[config.mk]
export PLATFORM = sky130hd
export DESIGN_NAME = serial_subtractor
export DESIGN_NICKNAME = d
export VERILOG_FILES = /design/src/rtl/arith_pkg.sv /design/src/rtl/full_subtractor.sv /design/src/rtl/serial_subtractor.sv
export SDC_FILE = /design/constraint.sdc
export NUM_CORES = 1
export LEC_CHECK = 0
export BUFFER_PORTS_ARGS = -buffer_cell sky130_fd_sc_hd__buf_2
export CAP_MARGIN = 40
export CORE_MARGIN = 2
export CORE_UTILIZATION = 48
export DETAILED_ROUTE_END_ITERATION = 10
export PLACE_DENSITY = 0.74
export SLEW_MARGIN = 10
export SYNTH_ARGS = -nofsm -noshare
export SYNTH_HDL_FRONTEND = slang
export SYNTH_SLANG_ARGS = --single-unit
[constraint.sdc]
create_clock -name clk_in -period 1.3 [get_ports clk_in]
set_input_delay 0.26 -clock clk_in [delete_from_list [all_inputs] [get_ports clk_in]]
set_output_delay 0.26 -clock clk_in [all_outputs]
set_load 0.02 [all_outputs]
[src/rtl/arith_pkg.sv]
// arith_pkg: shared state encoding and default operand width for the arithmetic lab cells.
// Contents: state_t (ST_IDLE, ST_SHIFT, ST_DONE), DEFAULT_WIDTH.
package arith_pkg;

    localparam int DEFAULT_WIDTH = 8;

    typedef enum logic [1:0] {
        ST_IDLE  = 2'd0,
        ST_SHIFT = 2'd1,
        ST_DONE  = 2'd2
    } state_t;

endpackage

[src/rtl/full_subtractor.sv]
// full_subtractor: one-bit combinational full subtractor, a - b - borrow.
// Ports: a_in, b_in, borrow_in -> diff_out, borrow_out.
module full_subtractor (
    input  logic a_in,
    input  logic b_in,
    input  logic borrow_in,
    output logic diff_out,
    output logic borrow_out
);

    assign diff_out   = a_in ^ b_in ^ borrow_in;
    assign borrow_out = (~a_in & b_in) | (~(a_in ^ b_in) & borrow_in);

endmodule

[src/rtl/serial_subtractor.sv]
// serial_subtractor: bit-serial unsigned a - b, LSB first, with a start/done handshake.
// Ports: clk_in, rst_n_in (sync, active-low), start_in, a_in, b_in ->
//        ready_out, busy_out, done_out, diff_out ((a-b) mod 2^WIDTH), borrow_out (a < b).
module serial_subtractor
    import arith_pkg::*;
#(
    parameter int WIDTH = DEFAULT_WIDTH
) (
    input  logic             clk_in,
    input  logic             rst_n_in,
    input  logic             start_in,
    input  logic [WIDTH-1:0] a_in,
    input  logic [WIDTH-1:0] b_in,
    output logic             ready_out,
    output logic             busy_out,
    output logic             done_out,
    output logic [WIDTH-1:0] diff_out,
    output logic             borrow_out
);

    localparam int CW = $clog2(WIDTH);

    state_t           state;
    state_t           state_next;
    logic [WIDTH-1:0] a_sr;
    logic [WIDTH-1:0] b_sr;
    logic [WIDTH-1:0] res;
    logic [CW-1:0]    cnt;
    logic             br;
    logic             d;
    logic             br_next;
    logic             last;

    full_subtractor u_fs (
        .a_in      (a_sr[0]),
        .b_in      (b_sr[0]),
        .borrow_in (br),
        .diff_out  (d),
        .borrow_out(br_next)
    );

    assign last = cnt == CW'(WIDTH - 1);

    // Handshake flags decode the state register only, so they stay registered and one-hot.
    assign ready_out = state == ST_IDLE;
    assign busy_out  = state == ST_SHIFT;
    assign done_out  = state == ST_DONE;

    always_comb begin
        state_next = ST_IDLE;
        case (state)
            ST_IDLE:  state_next = start_in ? ST_SHIFT : ST_IDLE;
            ST_SHIFT: state_next = last ? ST_DONE : ST_SHIFT;
            default:  state_next = ST_IDLE;
        endcase
    end

    always_ff @(posedge clk_in) begin
        if (!rst_n_in) begin
            state      <= ST_IDLE;
            a_sr       <= '0;
            b_sr       <= '0;
            res        <= '0;
            cnt        <= '0;
            br         <= 1'b0;
            diff_out   <= '0;
            borrow_out <= 1'b0;
        end else begin
            state <= state_next;
            if (state == ST_IDLE && start_in) begin
                a_sr       <= a_in;
                b_sr       <= b_in;
                cnt        <= '0;
                br         <= 1'b0;
                diff_out   <= '0;
                borrow_out <= 1'b0;
            end else if (state == ST_SHIFT) begin
                a_sr <= a_sr >> 1;
                b_sr <= b_sr >> 1;
                res  <= {d, res[WIDTH-1:1]};
                br   <= br_next;
                cnt  <= cnt + 1'b1;
                // Publish on the final shift edge so the result is already visible in DONE.
                if (last) begin
                    diff_out   <= {d, res[WIDTH-1:1]};
                    borrow_out <= br_next;
                end
            end
        end
    end

endmodule

==> results by group <==
Critical path
  • Worst-path maximum fanout: 5
  • Worst setup SP type: flop
  • RR Endpoint: b_sr[1]$_SDFFE_PN0P_
  • Reg-to-reg critical path startpoint: state[1]$_SDFF_PN0_
  • R2r setup slk: -0.02 ns
  • Endpoint kind of the worst setup timing path: output pin
  • Critical path type: flop to output pin
  • Worst reg2reg path depth: 4
  • CP endpoint: done_out
  • Worst setup path startpoint: state[0]$_SDFF_PN0_
  • Data required time of the worst path: around 1.0 ns
  • Arrival time of data at the critical path endpoint: approximately 1.1 ns

Clock network
  • Number of levels the H-tree was split into: 2
  • Number of buffers created by CTS: 5
  • CTS Sinks: 38
  • Clk root buf: sky130_fd_sc_hd__clkbuf_4
  • CTS tree: done
  • Clock network latency to the later pin of the worst-skew pair: between 0.3 and 0.4 ns
  • CTS clk-pin slew, worst paths: 0.11 ns
  • Maximum number of buffers from clock root to sink: 2

Floorplanning
  • Die span in x: approximately 62 um
  • Die ar.: between 3000 and 4000 um^2
  • Std cell rows: 20
  • Ports placed on the boundary: 31
  • Vertical die dimension: 61.7 um
  • Core footprint: 3100 um^2
  • Starting density of the core: 0.515

Placed design
  • DP Wirelength: approximately 2.0 mm
  • Routability Congestion: 0.771
  • Pre-CTS setup slack: 0.00402 ns
  • Port-buffer cells: 30
  • Cell area reported after detailed placement: 1800 um^2

GRT
  • Met3 track demand over resource: 0.0580
  • Wire length of the first global-routing pass: 5.35 mm
  • Grt total ovfl: 0
  • M1 GR Usage: 0.238
  • Number of antenna violations at the first check in global routing: 0
  • Vias in the first global route: 1211
  • Global routing usage summed across all routing layers: 0.196
  • Met2 GRT Util: 0.314
  • Highest-utilization routing layer at the global route stage: met2
  • Maximum number of pins on one net before global-route repair: 25

Timing
  • Period utilization: 1.04
  • Relative slew slack: 0.826
  • Post-route worst setup slack: -0.0576 ns
  • Transition time of the tightest slew-check pin: ~0.26 ns
  • Number of pins exceeding their max-slew limit in the final report: 0
  • Fin Setup TNS: -0.168 ns
  • RSZ-0062 raised after global routing: true
  • Final count of hold timing violations: 0
  • Worst setup skew after layout: 0.00835 ns
  • Maximum clock frequency: between 0.7 and 0.8 GHz
  • Worst hold margin: about 0.13 ns
  • Min Tclk post-route: roughly 1.4 ns
  • Finish-stage setup viols: 6

Detailed routing
  • Final ANT Viol Nets: 0
  • DRC: 0
  • WL final: between 3 and 4 mm
  • Per-cell via count in the routed design: approximately 5
  • DR WL/cell: about 12 um
  • Iteration count of the initial detailed-routing pass: 4
  • Vias post-DR: 1432
  • Detailed router's first-iteration violation count: 84

Power
  • Int Pwr: between 1.5 and 2 mW
  • Switching share of power: 0.270
  • Peak VDD IR: between 600 and 700 uV
  • Static leakage: 0.798 nW
  • Pwr/cell area: around 1100 nW/um^2
  • Sequential fraction of design power: 0.558
  • Clock power share: 0.288
  • Switch Pwr: approximately 0.61 mW
  • Power share of the combinational group: 0.154

Layout
  • Final standard cell utilization of the core: 0.641
  • Final instance area: ~2000 um^2
  • Fraction of final layout cells with drive strength greater than 1: 0.308
  • Area growth from synthesis to layout: 24.4%
  • Fill cell count: between 200 and 300
  • Number of diodes added for antenna fixing: 0
  • Final #Nets: about 260

Yosys
  • Distinct cell type count of the synthesized netlist: 30
  • Warnings, synthesis: 0
  • Number of synthesized register bits: 38
  • Synthesized area: roughly 1600 um^2
  • Cell type with the largest total area after synthesis: sky130_fd_sc_hd__dfxtp_1
  • Portion of the post-synthesis area used by sequential elements: 0.476
  • Syn Area/Cell: about 8.4 um^2
  • Post-Synthesis Cells: between 150 and 200
  • Synth area leaders: sky130_fd_sc_hd__dfxtp_1 (48%), sky130_fd_sc_hd__a21oi_1 (12%), sky130_fd_sc_hd__nand2_1 (9.4%), sky130_fd_sc_hd__a21boi_0 (3.8%), sky130_fd_sc_hd__buf_6 (3.5%)
  • Mapped Nets: approximately 210
  • Share of the synthesized area in the top cell type: 0.476

Outcome
  • Violations in the final reports: negative setup slack
  • Result of the run: finished with violations

Hold path
  • Class of the worst hold path: input pin to flop

Job
  • Number of maximum-capacitance violations: 0
per-layer routing:
metal  vias to the layer above  share of wire
li1                        736              -
met1                       656           0.46
met2                        32           0.48
met3                         8          0.047
met4                         0          0.017
met5                         -              0
sequential cells by signal (all words and copies together) (netlist names):
register    flops
a_sr            8
b_sr            8
diff_out        8
res             7
cnt             3
state           2
borrow_out      1
br              1
worst min path at each step:
stage / start / end / slack, ns / cells after the start
3_5_place_dp: b_sr[4]$_SDFFE_PN0P_ / b_sr[3]$_SDFFE_PN0P_ / 0.44 / 2
4_1_cts: a_in[7] / a_sr[7]$_SDFFE_PN0P_ / 0.15 / 3
2_1_floorplan: a_in[7] / a_sr[7]$_SDFFE_PN0P_ / 0.40 / 2
6_report: b_in[7] / b_sr[7]$_SDFFE_PN0P_ / 0.13 / 3
3_3_place_gp: b_sr[4]$_SDFFE_PN0P_ / b_sr[3]$_SDFFE_PN0P_ / 0.43 / 2
5_1_grt: b_in[7] / b_sr[7]$_SDFFE_PN0P_ / 0.14 / 3
area by class of cell:
type | count | area [um^2] | area share
flip-flops and latches | 38 | 768 | 0.386
multi-input cells | 134 | 736 | 0.370
repair buffers | 49 | 344 | 0.173
clock buffers | 7 | 55.1 | 0.0277
well taps | 44 | 55.1 | 0.0277
inverters | 3 | 13.8 | 0.00692
repair inverters | 2 | 12.5 | 0.00629
clock inverters | 1 | 5.00 | 0.00252
power groups by stage:
stage	Clock, mW	Sequential, mW	Combinational, mW
after floorplan	0	1.27	0.220
after CTS	0.654	1.25	0.327
after global placement	0	1.27	0.297
after detailed placement	0	1.28	0.299
final	0.647	1.25	0.347
after global routing	0.714	1.26	0.385
cell usage after synthesis, drive strengths merged:
cell type / instances
nand2: 41
and3: 1
nand3b: 1
dfxtp: 38
a211oi: 1
clkbuf: 3
nor2: 7
nor2b: 3
o221a: 2
fa: 1
a21oi: 37
a21boi: 9
nand3: 10
and2: 1
inv: 3
or3b: 1
xnor2: 1
o21ai: 13
ha: 2
a311oi: 1
buf: 12
nand2b: 1
nor3b: 1
cell usage in the layout (no fill, tap or decap), types with 5 or more instances in the layout:
master	n
sky130_fd_sc_hd__nand2_1	39
sky130_fd_sc_hd__dfxtp_1	34
sky130_fd_sc_hd__a21oi_1	36
sky130_fd_sc_hd__a21boi_0	6
sky130_fd_sc_hd__o21ai_1	8
sky130_fd_sc_hd__buf_2	27
sky130_fd_sc_hd__buf_6	5
sky130_fd_sc_hd__nand3_1	10
sky130_fd_sc_hd__clkbuf_4	5
sky130_fd_sc_hd__nor2_1	7
sky130_fd_sc_hd__buf_4	15
critical path, stage by stage, from the launching register on:
cell and delay (ns):
sky130_fd_sc_hd__dfxtp_4 0.38, sky130_fd_sc_hd__buf_6 0.13, sky130_fd_sc_hd__nor2b_1 0.10, sky130_fd_sc_hd__buf_4 0.14
cell families (layout without fill, tap and decap cells):
| logic type | Yosys count | after routing | synth area share |
|---|---|---|---|
| flops | 38 | 38 | 0.476 |
| buf+inv | 18 | 62 | 0.0759 |
| xor+xnor | 1 | 1 | 0.00548 |
| fa+ha+maj | 3 | 3 | 0.0282 |
| simple gates | 67 | 67 | 0.187 |
| compound gates | 63 | 63 | 0.228 |
stage by stage:
step	power [mW]	instances
after floorplan	1.49	190
after global placement	1.57	259
after detailed placement	1.58	259
after CTS	2.23	272
after global routing	2.36	278
final	2.25	278
what timing repair did:
action,in CTS,in global routing
hold buffers,0,0
pin swaps,2,2
gates resized for setup,11,9
setup buffers,4,5
cloned,1,1
setup endpoints to repair,4,31
No activity file was read; power rests on OpenSTA's default activity.
